==> config.mk <==
export PLATFORM = sky130hd
export DESIGN_NAME = cic_integ_decim_flat
export DESIGN_NICKNAME = d
export VERILOG_FILES = /design/src/rtl/cic_integ_decim_pkg.sv /design/src/rtl/cic_integ_decim_if.sv /design/src/rtl/cic_integ_decim_integrator.sv /design/src/rtl/cic_integ_decim.sv /design/src/flat_wrapper.sv
export SDC_FILE = /design/constraint.sdc
export NUM_CORES = 1
export LEC_CHECK = 0
export CAP_MARGIN = 10
export CELL_PAD_IN_SITES_DETAIL_PLACEMENT = 0
export CELL_PAD_IN_SITES_GLOBAL_PLACEMENT = 2
export CORE_ASPECT_RATIO = 2
export CORE_MARGIN = 4
export CORE_UTILIZATION = 42
export CTS_CLUSTER_SIZE = 25
export DETAILED_ROUTE_END_ITERATION = 6
export GPL_TIMING_DRIVEN = 0
export PLACE_DENSITY_LB_ADDON = 0.15
export SYNTH_ARGS = -nofsm -noshare
export SYNTH_HDL_FRONTEND = slang
export SYNTH_SLANG_ARGS = --single-unit
==> constraint.sdc <==
create_clock -name clk -period 6.3 [get_ports clk]
set_clock_uncertainty 0.05 [all_clocks]
set_input_delay 1.26 -clock clk [delete_from_list [all_inputs] [get_ports clk]]
set_output_delay 1.26 -clock clk [all_outputs]
set_load 0.005 [all_outputs]
==> src/rtl/cic_integ_decim_pkg.sv <==
// rtl/cic_integ_decim_pkg.sv - shared constants and helpers for the CIC integrator/decimator
//
// Default widths for the integrator/decimator front end, plus the two small helpers
// the datapath needs: sign extension to the accumulator width and the ratio
// sanitiser that maps a programmed ratio of 0 onto 1.
package cic_pkg;

  localparam int DEF_DATA_WIDTH = 16;
  localparam int DEF_ACC_WIDTH  = 32;
  localparam int DEF_N_STAGES   = 3;
  localparam int DEF_R_WIDTH    = 4;

  // Widest value sext() can handle; callers size-cast down to their own width.
  localparam int SEXT_MAX = 64;

  // Sign-extend the low w bits of v across all SEXT_MAX bits. Done by shifting the
  // sign bit to the top and shifting back arithmetically, so any w is handled
  // without variable bit indexing.
  function automatic logic [SEXT_MAX-1:0] sext(input logic [SEXT_MAX-1:0] v, input int w);
    logic signed [SEXT_MAX-1:0] t;
    t = $signed(v << (SEXT_MAX - w));
    return $unsigned(t >>> (SEXT_MAX - w));
  endfunction

  // Ratios 0 and 1 both mean "one output per input".
  function automatic int ratio_sanitise(input int r);
    return (r < 1) ? 1 : r;
  endfunction

endpackage

==> src/rtl/cic_integ_decim_if.sv <==
// rtl/cic_integ_decim_if.sv - sample/result bus between a driver and the integrator/decimator
//
// master : drives clear, in_valid, in, dec_ratio; observes out, out_valid
// slave  : the integrator/decimator itself
interface cic_integ_decim_if
  import cic_pkg::*;
#(
  parameter int DATA_WIDTH = DEF_DATA_WIDTH,
  parameter int ACC_WIDTH  = DEF_ACC_WIDTH,
  parameter int R_WIDTH    = DEF_R_WIDTH
);
  logic                  clear;
  logic                  in_valid;
  logic [DATA_WIDTH-1:0] in;
  logic [R_WIDTH-1:0]    dec_ratio;
  logic [ACC_WIDTH-1:0]  out;
  logic                  out_valid;

  modport master (
    output clear, in_valid, in, dec_ratio,
    input  out, out_valid
  );

  modport slave (
    input  clear, in_valid, in, dec_ratio,
    output out, out_valid
  );
endinterface

==> src/rtl/cic_integ_decim_integrator.sv <==
// rtl/cic_integ_decim_integrator.sv - one registered wrap-around accumulator stage
//
// Ports:
//   clk, rst_n : clock, asynchronous active-low reset
//   en         : accumulate add_in this cycle
//   clear      : synchronous zero, wins over en
//   add_in     : addend (already at WIDTH bits, two's complement)
//   acc        : registered accumulator value
module cic_integrator
  import cic_pkg::*;
#(
  parameter int WIDTH = DEF_ACC_WIDTH
) (
  input  logic             clk,
  input  logic             rst_n,
  input  logic             en,
  input  logic             clear,
  input  logic [WIDTH-1:0] add_in,
  output logic [WIDTH-1:0] acc
);

  // Plain modular add: overflow wraps, which the downstream combs rely on.
  always_ff @(posedge clk or negedge rst_n) begin
    if (!rst_n) begin
      acc <= '0;
    end else if (clear) begin
      acc <= '0;
    end else if (en) begin
      acc <= acc + add_in;
    end
  end

endmodule

==> src/rtl/cic_integ_decim.sv <==
// rtl/cic_integ_decim.sv - CIC integrator cascade with programmable decimation
//
// Runs N_STAGES integrators at the input rate and emits the last stage's value once
// per r_active accepted samples, with a one-cycle out_valid strobe for the combs.
// Ports:
//   clk, rst_n : clock, asynchronous active-low reset
//   bus        : slave side of cic_integ_decim_if (clear, in_valid, in, dec_ratio
//                in; out, out_valid back)
module cic_integ_decim
  import cic_pkg::*;
#(
  parameter int DATA_WIDTH = DEF_DATA_WIDTH,
  parameter int ACC_WIDTH  = DEF_ACC_WIDTH,
  parameter int N_STAGES   = DEF_N_STAGES,
  parameter int R_WIDTH    = DEF_R_WIDTH
) (
  input logic              clk,
  input logic              rst_n,
  cic_integ_decim_if.slave bus
);

  logic [ACC_WIDTH-1:0]                in_ext;
  logic [N_STAGES-1:0][ACC_WIDTH-1:0]  stage_add;
  logic [N_STAGES-1:0][ACC_WIDTH-1:0]  stage_acc;
  logic [ACC_WIDTH-1:0]                last_next;
  logic [R_WIDTH-1:0]                  cnt;
  logic [R_WIDTH-1:0]                  r_active;
  logic [R_WIDTH-1:0]                  ratio_next;
  logic                                tick;

  assign in_ext     = ACC_WIDTH'(sext(SEXT_MAX'(bus.in), DATA_WIDTH));
  assign ratio_next = R_WIDTH'(ratio_sanitise(32'(bus.dec_ratio)));

  // Each stage adds the pre-update value of the stage before it, which is what
  // gives the cascade its N_STAGES-1 sample impulse delay.
  for (genvar k = 0; k < N_STAGES; k++) begin : g_stage
    if (k == 0) begin : g_first
      assign stage_add[k] = in_ext;
    end else begin : g_rest
      assign stage_add[k] = stage_acc[k-1];
    end

    cic_integrator #(.WIDTH(ACC_WIDTH)) u_integ (
      .clk    (clk),
      .rst_n  (rst_n),
      .en     (bus.in_valid),
      .clear  (bus.clear),
      .add_in (stage_add[k]),
      .acc    (stage_acc[k])
    );
  end

  // Value the last stage will hold after this edge; the output register captures
  // it so out lines up with the sample that completed the frame.
  assign last_next = stage_acc[N_STAGES-1] + stage_add[N_STAGES-1];

  assign tick = bus.in_valid && !bus.clear && (cnt == r_active - 1'b1);

  // r_active only reloads at a frame boundary or clear, so a ratio change never
  // shortens the frame already in progress.
  always_ff @(posedge clk or negedge rst_n) begin
    if (!rst_n) begin
      cnt           <= '0;
      r_active      <= R_WIDTH'(1);
      bus.out       <= '0;
      bus.out_valid <= 1'b0;
    end else if (bus.clear) begin
      cnt           <= '0;
      r_active      <= ratio_next;
      bus.out_valid <= 1'b0;
    end else begin
      bus.out_valid <= tick;
      if (tick) begin
        cnt      <= '0;
        bus.out  <= last_next;
        r_active <= ratio_next;
      end else if (bus.in_valid) begin
        cnt <= cnt + 1'b1;
      end
    end
  end

endmodule

==> src/flat_wrapper.sv <==
// flat-port wrapper written by rule: the top's interface ports become plain ports
module cic_integ_decim_flat import cic_pkg::*;
#(
  parameter int DATA_WIDTH = DEF_DATA_WIDTH,
  parameter int ACC_WIDTH  = DEF_ACC_WIDTH,
  parameter int N_STAGES   = DEF_N_STAGES,
  parameter int R_WIDTH    = DEF_R_WIDTH
)
  (clk, rst_n, bus_clear, bus_in_valid, bus_in, bus_dec_ratio, bus_out, bus_out_valid);
  cic_integ_decim_if #(.DATA_WIDTH(DATA_WIDTH), .ACC_WIDTH(ACC_WIDTH), .R_WIDTH(R_WIDTH)) bus_i ();
  input logic clk;
  input logic rst_n;
  input wire logic [$bits(bus_i.clear)-1:0] bus_clear;
  input wire logic [$bits(bus_i.in_valid)-1:0] bus_in_valid;
  input wire logic [$bits(bus_i.in)-1:0] bus_in;
  input wire logic [$bits(bus_i.dec_ratio)-1:0] bus_dec_ratio;
  output wire logic [$bits(bus_i.out)-1:0] bus_out;
  output wire logic [$bits(bus_i.out_valid)-1:0] bus_out_valid;
  assign bus_i.clear = bus_clear;
  assign bus_i.in_valid = bus_in_valid;
  assign bus_i.in = bus_in;
  assign bus_i.dec_ratio = bus_dec_ratio;
  assign bus_out = bus_i.out;
  assign bus_out_valid = bus_i.out_valid;
  cic_integ_decim #(.DATA_WIDTH(DATA_WIDTH), .ACC_WIDTH(ACC_WIDTH), .N_STAGES(N_STAGES), .R_WIDTH(R_WIDTH)) u_core (.clk(clk), .rst_n(rst_n), .bus(bus_i));
endmodule
### After elaboration in Yosys (flattened, before gate mapping)

Cells that the tools add are included.

| storage, ports and cells | value |
|---|---|
| bits in registers | 137 |
| input port bits | 24 |

| operators by class | value |
|---|---|
| add/subtract/negate cells | 5 |
| magnitude comparators | 1 |
| equal/unequal tests | 1 |
| muxes and demuxes | 13 |
| bitwise operators | 1 |
| reduce and logical (&&, ||, !) cells | 7 |

Operators by type and width:

| operator | count |
|---|---|
| 32-bit 2-to-1 mux | 6 |
| 32-bit adder | 3 |
| 4-bit 2-to-1 mux | 6 |
| 4-bit by 1-bit adder with 4-bit output (second input constant) | 1 |
| 4-bit equality test | 1 |
| 4-bit by 1-bit less-than comparator with 1-bit output (second input constant) | 1 |
| 2-bit nonzero test | 2 |
| 4-bit by 1-bit subtractor with 4-bit output (second input constant) | 1 |
| 3-bit nonzero test | 1 |
| 1-bit logical AND | 2 |
| 2-bit AND reduction | 1 |
| 1-bit logical NOT | 1 |
| 1-bit 2-to-1 mux | 1 |
| 1-bit inverter | 1 |

### Longest topological paths before layout

Gate-level depths: netlist of the first run.

| logic depth | value |
|---|---|
| word-level depth | 5 |
| gate-level depth with buffers | 13 |

### Hierarchy

A second synthesis of the first run with hierarchy kept.

| second synthesis, totals | value |
|---|---|
| cell total of the unflattened synthesis | 1,406 |
| area total of the unflattened synthesis | 12,130.4 µm² |

Modules (own cells, without submodules):

| module | instances | cells each | area an instance (µm²) |
|---|---|---|---|
| cic_integrator (u_core.g_stage[1].u_integ ...) | 2 | 345 | 2,987.9 |
| cic_integ_decim | 1 | 370 | 3,205.6 |
| cic_integrator (u_core.g_stage[0].u_integ) | 1 | 346 | 2,949.1 |

### Worst setup path before layout of the first run

OpenSTA, ideal clock, no wires.

| timing | value |
|---|---|
| path type | in2reg |
| start | input port bus_in[15] |
| end | register u_core.g_stage[0].u_integ.acc[31] |
| arrival time | 3,787 ps |
| setup slack | 2,339 ps |
| stages | 10 |
| path buffers | 0 |
| path through | ha_1 > a21oi_1 > nand2_1 > or4_1 > o221ai_1 > a21oi_1 > a2111oi_2 > o311ai_0 > o41ai_1 > mux2_2 |

| on the way | value |
|---|---|
| longest elaborated chain between the ends | 3 |

RTL lines:

| element | RTL line | RTL |
|---|---|---|
| start, declared | flat_wrapper.sv:15 | `input wire logic [$bits(bus_i.in)-1:0] bus_in;` |
| 32-bit adder | cic_integ_decim_integrator.sv:29 | `acc <= acc + add_in;` |
| 32-bit 2-to-1 mux | cic_integ_decim_integrator.sv:28 | `end else if (en) begin` |
| 32-bit 2-to-1 mux | cic_integ_decim_integrator.sv:26 | `end else if (clear) begin` |
| end signal, assigned | cic_integ_decim_integrator.sv:29 |  |
| end, declared | cic_integ_decim_integrator.sv:19 | `output logic [WIDTH-1:0] acc` |

Every way passes these cells. The select of a mux whose other input is x is not followed.
A chain may end at the register's enable or synchronous reset.

### Worst setup path after layout of the first run

Ends and elaborated chain as after synthesis.

==> flow_summary.toml, run 1 <==
[placed_design]
io_buffer_count = 55
placedCellCount = 1443
hpwl_um = 23500
gp_congestion = 0.889
placed_area_mm2 = 0.0110
dp_slack_ns = 0.887

[sta]
fmax_mhz = 200
hold_viol = 0
fin_ws_ns = 1.30
min_period_over_period_pct = 79.3
fin_hold_ws_ns = 0.452
rsz0062_at_grt = "no"
finalSetupViolCount = 0
slew_violations = 0
relSlewSlack_pct = 21.0
period_minus_slack_ns = 5.00
tightest_slew_ns = 1.18

[logic_synthesis]
ys_dominant_reg_cell = "dfrtp_1"
yosys.area_share.xor_xnor_pct = 7.24
synth_mux_area_share_pct = 9.51
seq_area_frac_synth_pct = 33.9
yosys_warnings = 0
netlist-cell-type-count = 70
ys_async_sr_fraction_pct = 100
avgSynthCellArea_um2 = 9.19
post_synth_fa_ha_maj_area_fraction_pct = 12.4
synth_top_family_by_area = "compound AO/OA/AOI/OAI gates"
synth_area_mm2 = 0.0101
yosys.area_share.simple_pct = 14.1
synth_edf_count = 0
synth_cells = 1100
synth_compound_area_share_pct = 20.1
synth_seq_cells = 137
synth_nets = 1222

[power]
p_per_area_mw_per_mm2 = 287
p_clk_share_pct = 29.9
ir_drop_mv = 0.166
pwr-share-comb_pct = 35.1
p_leak_nw = 5.65
p_sw_w = 0.00117
swShare_pct = 35.0
intPower_w = 0.00217
seq_power_share_pct = 35.0

[route]
detail_route.first_pass.iterations = 4
wl_per_cell_um = 20.3
drc = 0
ant_nets = 0
dr.first_iter.drc_count = 336
drt-total-wl_um = 29900
vias_per_cell = 5.72
vias = 8443

[global_route]
grt-ovfl-total = 0
antenna_found_initial = 0
grt_pass1_vias = 8911
grt_start_max_net_pins = 88
grt_pass1_wl_um = 47800
grtUsageTotal_pct = 22.9

[floorplan]
die_y_um = 227
start_util_pct = 42.4
die_area_mm2 = 0.0268
die_w_um = 118
rows = 80
num_io_pins = 57
core_mm2 = 0.0238

[critical_path]
rr_startpoint = "u_core.g_stage[0].u_integ.acc[4]"
path_cells = "clkdlybuf4s50_1 -> ha_1 -> a21oi_1 -> nand2_1 -> or4_1 -> o221ai_1 -> a21oi_1 -> a2111oi_2 -> o311ai_0 -> o41ai_1 -> mux2_2"
critPathSlowestCell = "clkdlybuf4s50_1"
cp_top_family = "compound AO/OA/AOI/OAI gates"
cp_num_cells = 11
path_buf_inv = 1
cp_max_fo = 18
critPathMaxStageDelay_ns = 0.82
arrival_ns = 5.26
end_kind = "flip-flop"
worst-r2r-setup-slack_ns = 2.65
reg2regPathDepth = 11
path_class = "in -> reg"
r2r-end = "u_core.g_stage[0].u_integ.acc[31]"
cp_data_required_time_ns = 6.56
cp_common_cell = "a21oi_1"
worstSetupStartpointType = "input port"

[final_layout]
drive_gt1_share_pct = 7.74
fillers = 2364
fin_util_pct = 48.8
nets = 1297
final_cells = 1475
antenna_cells = 0
area_growth_pct = 15.1
fin_area_mm2 = 0.0116

[clock_network]
cts_buffers = 17
cts.path.max_buffers = 2
path_clk_slew_ns = 0.06
clock-sinks = 137
root_buffer = "clkbuf_16"
htreeDepth = 4
clock_latency_ns = 0.44
holdBufCountCts = 0
cts_resized = 0
post_cts_buffers = 0
cts_tree = "done"

[job]
cap_violations = 0

[min_path]
whs_path_depth = 1
hold-path-endpoint = "u_core.bus.out[21]"
hold_path_class = "reg -> reg"
min-delay-start = "u_core.bus.out[21]"

[outcome]
status = "complete, no violations"
kinds of logic after synthesis:
family          Yosys count
simple gates            313
flops                   137
xor+xnor                 82
fa+ha+maj                98
mux                      91
compound gates          304
buf+inv                  75
cell usage in the layout, fill, tap and decap left out, types with 16 or more instances in the layout:
master,Yosys,final
nor2_1,140,140
inv_1,35,35
xor2_1,22,22
nor3_1,16,16
a211oi_1,19,19
nand2_1,64,64
a21oi_1,96,96
nand2b_1,16,16
clkbuf_1,27,27
clkbuf_16,0,17
xnor2_1,59,59
mux2_2,35,35
dfrtp_1,136,136
ha_1,95,95
a21o_1,42,42
mux2i_1,54,54
clkdlybuf4s50_1,0,54
nand3_1,24,24
o21ai_0,42,42
routing by layer:
metal | global-route usage [%] | up-vias | wire, µm
met5 | 0 | - | 0
met4 | 10.9 | 0 | 1420
met3 | 2.96 | 65 | 562
met2 | 46.8 | 131 | 17100
met1 | 22.4 | 4091 | 10800
li1 | - | 4156 | -
area by class of cell:
type | count | area (µm²) | share of cell area [%]
buffer | 40 | 154 | 1.32
clock buffer | 20 | 467 | 4.01
clock inverter | 12 | 115 | 0.990
inverter | 35 | 131 | 1.13
multi-input combinational | 888 | 6390 | 55.0
sequential | 137 | 3430 | 29.5
tap | 287 | 359 | 3.09
timing repair buffer | 56 | 579 | 4.98
synth_stat cells, types with 3 or more instances:
cell type / n / area share (%)
xor2_1: 22 / 1.9
or2_2: 3 / 0.19
a22o_1: 3 / 0.26
nand2b_1: 16 / 0.99
xnor2_1: 59 / 5.1
nor3_1: 16 / 0.79
a21o_1: 42 / 3.1
o21bai_1: 12 / 0.89
a221o_1: 4 / 0.40
o221ai_1: 4 / 0.35
inv_1: 35 / 1.3
buf_2: 3 / 0.15
o211ai_1: 8 / 0.59
o21ai_0: 42 / 2.1
clkbuf_1: 27 / 1.0
o21a_1: 14 / 1.0
fa_1: 3 / 0.59
mux2i_1: 54 / 5.3
a211oi_1: 19 / 1.4
o31ai_1: 3 / 0.22
nor2_1: 140 / 5.2
nand3_1: 24 / 1.2
dfrtp_1: 136 / 34
o311ai_0: 3 / 0.26
or3_1: 6 / 0.37
nand4_1: 8 / 0.50
nand2_1: 64 / 2.4
a2111oi_0: 6 / 0.52
and3_1: 8 / 0.50
a31oi_1: 12 / 0.74
a31o_2: 3 / 0.26
ha_1: 95 / 12
buf_1: 10 / 0.37
o41ai_1: 5 / 0.43
a21oi_1: 96 / 4.8
mux2_2: 35 / 3.9
nor2b_1: 14 / 0.87
how the worst max path moves through the flow:
stage	start	end	slack (ns)
CTS	bus_in[15]	u_core.g_stage[0].u_integ.acc[31]	1.33
detailed placement	bus_in[15]	u_core.g_stage[0].u_integ.acc[31]	0.89
floorplan	bus_in[15]	u_core.g_stage[0].u_integ.acc[31]	2.34
global route	bus_in[15]	u_core.g_stage[0].u_integ.acc[31]	0.99
finish	bus_in[15]	u_core.g_stage[0].u_integ.acc[31]	1.30
global placement	rst_n	u_core.g_stage[0].u_integ.acc[5]	-1.78
per-stage QoR:
step                      TNS (ns)  total power (W)
after global placement     -238.29          0.00236
after CTS                        0          0.00338
final                            0          0.00334
after global routing             0          0.00356
after floorplan                  0          0.00192
after detailed placement         0          0.00237
power groups by stage:
stage / registers [W] / clock network, W / logic [W]
2_1_floorplan: 0.00114 / 0 / 0.000782
3_3_place_gp: 0.00119 / 0 / 0.00117
3_5_place_dp: 0.00119 / 0 / 0.00118
4_1_cts: 0.00117 / 0.00102 / 0.00119
5_1_grt: 0.00119 / 0.00106 / 0.00131
6_report: 0.00117 / 0.00100 / 0.00117
flip-flops by register name (all words and copies together) (netlist names):
signal and flops:
u_core.bus.out_valid 1, u_core.bus.out 32, u_core.r_active 4, u_core.g_stage.u_integ.acc 96, u_core.cnt 4
worst reg2reg max path, cell delays in order (launching register included):
cell       delay [ns]
dfrtp_1          0.41
ha_1             0.35
a21oi_1          0.33
nand2_1          0.08
a31oi_1          0.35
o21bai_1         0.18
o221ai_1         0.32
a21oi_1          0.26
a2111oi_2        0.48
o311ai_0         0.19
o41ai_1          0.14
mux2_2           0.38
Power figures use the tool's default switching activity.
==> inputs of run 2 (changes only) <==
--- a/config.mk
+++ b/config.mk
@@ -10,7 +10,7 @@
 export CELL_PAD_IN_SITES_GLOBAL_PLACEMENT = 2
 export CORE_ASPECT_RATIO = 2
 export CORE_MARGIN = 4
-export CORE_UTILIZATION = 42
+export CORE_UTILIZATION = 39
 export CTS_CLUSTER_SIZE = 25
 export DETAILED_ROUTE_END_ITERATION = 6
 export GPL_TIMING_DRIVEN = 0
==> constraint.sdc (replaced) <==
create_clock -name clk -period 4.9 [get_ports clk]
set_clock_uncertainty 0.05 [all_clocks]
set_input_delay 0.98 -clock clk [delete_from_list [all_inputs] [get_ports clk]]
set_output_delay 0.98 -clock clk [all_outputs]
set_load 0.005 [all_outputs]
==> flow_summary.toml, run 2 (synthesized netlist as in run 1, its figures left out) <==
[clock_network]
root_buffer = "clkbuf_16"
cts_tree = "done"
cts.path.max_buffers = 2
path_clk_slew_ns = 0.07
clock-sinks = 137
post_cts_buffers = 0
htreeDepth = 4
cts_buffers = 17
clock_latency_ns = 0.43
cts_resized = 0
holdBufCountCts = 0

[critical_path]
cp_common_cell = "a21oi_1"
critPathSlowestCell = "dlymetal6s2s_1"
reg2regPathDepth = 12
path_cells = "dlymetal6s2s_1 -> ha_1 -> a21oi_1 -> nand2_1 -> or4_1 -> o221ai_1 -> a21oi_1 -> a2111oi_2 -> o311ai_0 -> o41ai_1 -> mux2_2"
arrival_ns = 4.63
path_class = "in -> reg"
critPathMaxStageDelay_ns = 0.59
cp_max_fo = 18
worstSetupStartpointType = "input port"
cp_data_required_time_ns = 5.17
end_kind = "flip-flop"

[power]
ir_drop_mv = 0.233
finalPower_w = 0.00423
p_leak_nw = 5.66
p_per_area_mw_per_mm2 = 362

[final_layout]
mostFrequentLayoutCell = "nor2_1"
fillers = 2565
largest_reg_flops = 96
fin_area_mm2 = 0.0117
nets = 1299
largest-register = "u_core.g_stage.u_integ.acc"
drive_gt1_share_pct = 7.65
layout_common_cells = "140 x nor2_1, 136 x dfrtp_1, 96 x a21oi_1, 95 x ha_1, 64 x nand2_1"
largest_registers = "u_core.g_stage.u_integ.acc: 96 flops, u_core.bus.out: 32 flops"
area_growth_pct = 15.5
antenna_cells = 0

[route]
dr.first_iter.drc_count = 307
drt-total-wl_um = 31300
vias = 8469
drc = 0
ant_nets = 0
vias_per_cell = 5.54
detail_route.first_pass.iterations = 4
wl_per_cell_um = 20.4

[global_route]
globalRouteMet1Util_pct = 22.2
grt_pass1_wl_um = 49300
grtUsageTotal_pct = 22.5
grt_pass1_vias = 8963
antenna_found_initial = 0
gr-usage-met2_pct = 44.5
grt-ovfl-total = 0
top_usage_layer = "met2"
met3_usage_pct = 2.89
grt_start_max_net_pins = 93

[sta]
relSlewSlack_pct = 35.6
fin_ws_ns = 0.537
fmax_mhz = 229
tightest_slew_ns = 0.965
slew_violations = 0
finalSetupTns_ns = 0
period_minus_slack_ns = 4.36
finalSetupViolCount = 0
hold_viol = 0
rsz0062_at_grt = "no"
min_period_over_period_pct = 89.0

[placed_design]
io_buffer_count = 55
hpwl_um = 24700
placed_area_mm2 = 0.0111
gp_congestion = 0.885
dp_slack_ns = -0.313

[floorplan]
die_area_mm2 = 0.0287
rows = 83
core_mm2 = 0.0257
start_util_pct = 39.4
num_io_pins = 57
die_y_um = 236
die_w_um = 122

[min_path]
hold_path_class = "in -> async"

[outcome]
status = "complete, no violations"

[job]
cap_violations = 0
[run 2: cell count changes in the layout (fill, tap and decap cells not counted)]
cell	change
inv_6	-1
clkdlybuf4s50_1	-1
clkinv_4	+1
clkinvlp_4	+1
dlymetal6s2s_1	+2
clkbuf_8	-2
buf_6	+1
bufinv_16	-1
a2111oi_1	-1
clkbuf_1	+2
a2111oi_0	+1
[run 2: worst max-delay path, delay by kind of cell]
kind                       cells  cell delay (ns)
muxes                          1             0.38
adders and majority gates      1             0.43
and+or+nand+nor                2             0.59
buffers and inverters          1             0.59
AOI/OAI and AO/OA              6             1.66
[run 2: area by class of cell]
cell class / instances / area [µm²] / area share, %
multi-input cells: 888 / 6390 / 54.7
flip-flops and latches: 137 / 3430 / 29.4
repair buffers: 58 / 606 / 5.19
clock buffers: 20 / 447 / 3.82
well taps: 340 / 425 / 3.64
plain buffers: 40 / 154 / 1.32
inverters: 35 / 131 / 1.12
clock inverters: 12 / 92.6 / 0.793
[run 2: path summary, 6_finish.rpt]
kind | start | to | slack (ns)
max reg2reg | u_core.g_stage[1].u_integ.acc[0] | u_core.g_stage[2].u_integ.acc[30] | 1.18
min in group clk | u_core.bus.out[10] | u_core.bus.out[10] | 0.45
min | rst_n | u_core.g_stage[2].u_integ.acc[25] | 0.41
min reg2reg | u_core.bus.out[10] | u_core.bus.out[10] | 0.45
max in group asynchronous | rst_n | u_core.g_stage[0].u_integ.acc[8] | 3.55
max | bus_in[15] | u_core.g_stage[0].u_integ.acc[31] | 0.54
[run 2: power breakdown]
group	internal (W)	leakage, nW	switching [W]	total (W)
registers	0.00133	1.84	0.000185	0.00151
clock network	0.000664	0.253	0.000543	0.00121
logic	0.000721	3.56	0.000791	0.00151
total	0.00271	5.66	0.00152	0.00423
[run 2: metrics by stage]
stage / std cells / hold WS, ns / utilization [%]
floorplan: 1100 / 0.419 / -
global placement: 1495 / 0.435 / 43.2
detailed placement: 1496 / 0.445 / 43.3
CTS: 1528 / 0.416 / 45.4
global route: 1530 / 0.440 / 45.5
finish: 1530 / 0.409 / 45.5
[run 2: layer usage]
metal	up-vias	part of all wire, %
li1	4158	-
met2	123	59
met3	64	2.1
met1	4124	35
met4	0	4.8
met5	-	0
==> inputs of run 3 (changes only) <==
--- a/config.mk
+++ b/config.mk
@@ -14,7 +14,8 @@
 export CTS_CLUSTER_SIZE = 25
 export DETAILED_ROUTE_END_ITERATION = 6
 export GPL_TIMING_DRIVEN = 0
-export PLACE_DENSITY_LB_ADDON = 0.15
+export HOLD_SLACK_MARGIN = 0.05
+export PLACE_DENSITY_LB_ADDON = 0.08
 export SYNTH_ARGS = -nofsm -noshare
 export SYNTH_HDL_FRONTEND = slang
 export SYNTH_SLANG_ARGS = --single-unit
==> flow_summary.toml, run 3 (synthesized netlist as in run 1, its figures left out) <==
[floorplan]
die_area_mm2 = 0.0287
core_mm2 = 0.0257
start_util_pct = 39.4
rows = 83
num_io_pins = 57
die_y_um = 236
die_w_um = 122

[clock_network]
cts_buffers = 17
htreeDepth = 4
clock-sinks = 137
holdBufCountCts = 0
path_clk_slew_ns = 0.06
root_buffer = "clkbuf_16"
cts.path.max_buffers = 2
clock_latency_ns = 0.44
post_cts_buffers = 0
cts_tree = "done"

[critical_path]
critPathSlowestCell = "nor2_1"
rr_startpoint = "u_core.g_stage[0].u_integ.acc[0]"
end_kind = "flip-flop"
arrival_ns = 4.78
r2r-end = "u_core.g_stage[1].u_integ.acc[30]"
cp_num_cells = 8
path_buf_inv = 4
reg2regPathDepth = 13
worstSetupStartpointType = "input port"
cp_data_required_time_ns = 5.17
cp_common_cell = "buf_2"
cp_top_family = "buffers and inverters"
crit_path_start = "bus_clear"
worstSetupEndpoint = "u_core.bus.out[30]"
worst-r2r-setup-slack_ns = 1.20
path_class = "in -> reg"
cp_max_fo = 10
path_cells = "clkdlybuf4s50_1 -> nor2_1 -> o211ai_1 -> a2111oi_0 -> clkbuf_1 -> buf_2 -> buf_2 -> mux2_2"
critPathMaxStageDelay_ns = 1.03

[power]
ir_drop_mv = 0.241
p_sw_w = 0.00152
p_per_area_mw_per_mm2 = 370
seq_power_share_pct = 34.9
finalPower_w = 0.00432
intPower_w = 0.00280
p_clk_share_pct = 30.1
pwr-share-comb_pct = 35.0
swShare_pct = 35.2
p_leak_nw = 5.65

[final_layout]
largest-register = "u_core.g_stage.u_integ.acc"
fin_area_mm2 = 0.0117
drive_gt1_share_pct = 7.58
largest_registers = "u_core.g_stage.u_integ.acc: 96 flops, u_core.bus.out: 32 flops"
mostFrequentLayoutCell = "nor2_1"
layout_common_cells = "140 x nor2_1, 136 x dfrtp_1, 96 x a21oi_1, 95 x ha_1, 64 x nand2_1"
fillers = 2619
antenna_cells = 0
nets = 1298
largest_reg_flops = 96
area_growth_pct = 15.7
fin_util_pct = 45.6

[route]
vias = 8414
ant_nets = 0
drt-total-wl_um = 31600
vias_per_cell = 5.51
dr.first_iter.drc_count = 303
detail_route.first_pass.iterations = 5
wl_per_cell_um = 20.6
drc = 0

[global_route]
grt_pass1_wl_um = 49100
antenna_found_initial = 0
grt_start_max_net_pins = 91
grt-ovfl-total = 0
grtUsageTotal_pct = 22.5
grt_pass1_vias = 8908

[placed_design]
gp_congestion = 0.887
dp_slack_ns = -0.262
io_buffer_count = 55
hpwl_um = 24500
placed_area_mm2 = 0.0111

[min_path]
hold_path_class = "in -> async"

[job]
cap_violations = 0

[outcome]
status = "complete, no violations"

[sta]
finalSetupViolCount = 0
fin_ws_ns = 0.388
rsz0062_at_grt = "no"
min_period_over_period_pct = 92.1
tightest_slew_ns = 1.28
relSlewSlack_pct = 14.2
fmax_mhz = 222
period_minus_slack_ns = 4.51
hold_viol = 0
slew_violations = 0
## run 3: cell types whose count changed in the layout (fill, tap and decap cells not counted), sizes merged
cell	before	now
clkinvlp	4	3
dlymetal6s2s	2	1
clkbuf	47	46
buf	16	15
bufinv	0	2
## run 3: power groups by stage
stage                     clock, W  sequential (W)  combinational, W
after floorplan                  0         0.00146           0.00101
after global placement           0         0.00153           0.00152
after detailed placement         0         0.00154           0.00153
after CTS                  0.00133         0.00152           0.00154
after global routing       0.00137         0.00153           0.00170
final                      0.00130         0.00151           0.00151
## run 3: layout make-up
| class | count | area [µm²] | area share, % |
|---|---|---|---|
| multi-input cells | 888 | 6390 | 54.7 |
| clock buffers | 18 | 429 | 3.67 |
| inverters | 35 | 131 | 1.12 |
| flip-flops and latches | 137 | 3430 | 29.3 |
| clock inverters | 13 | 148 | 1.26 |
| well taps | 340 | 425 | 3.64 |
| plain buffers | 40 | 154 | 1.32 |
| repair buffers | 57 | 586 | 5.01 |
## run 3: what timing repair did
| item | CTS | global route |
|---|---|---|
| endpoints found under the hold margin | 0 | 0 |
| endpoints found under the setup margin | 0 | 1 |
| gates resized for setup | 0 | 1 |
## run 3: worst min-delay path by stage
stage,start,end,depth (start not counted)
floorplan,u_core.g_stage[2].u_integ.acc[30],u_core.g_stage[2].u_integ.acc[30],2
global placement,u_core.bus.out[22],u_core.bus.out[22],1
detailed placement,u_core.g_stage[2].u_integ.acc[30],u_core.g_stage[2].u_integ.acc[30],2
CTS,rst_n,u_core.bus.out[25],1
global route,rst_n,u_core.bus.out[25],1
finish,rst_n,u_core.bus.out[25],1
## run 3: through the flow
step	hold WS, ns	setup TNS (ns)	std cells
after floorplan	0.419	0	1100
after global placement	0.440	-409.70	1495
after detailed placement	0.440	-0.581	1496
after CTS	0.424	0	1527
after global routing	0.445	0	1528
final	0.424	0	1528
## run 3: metal layers
layer,up-vias,GRT usage (%),routed length (µm)
met1,4078,22.3,11300
met2,128,45.2,18500
li1,4153,-,-
met4,0,9.15,1200
met3,55,2.77,597
met5,-,0,0
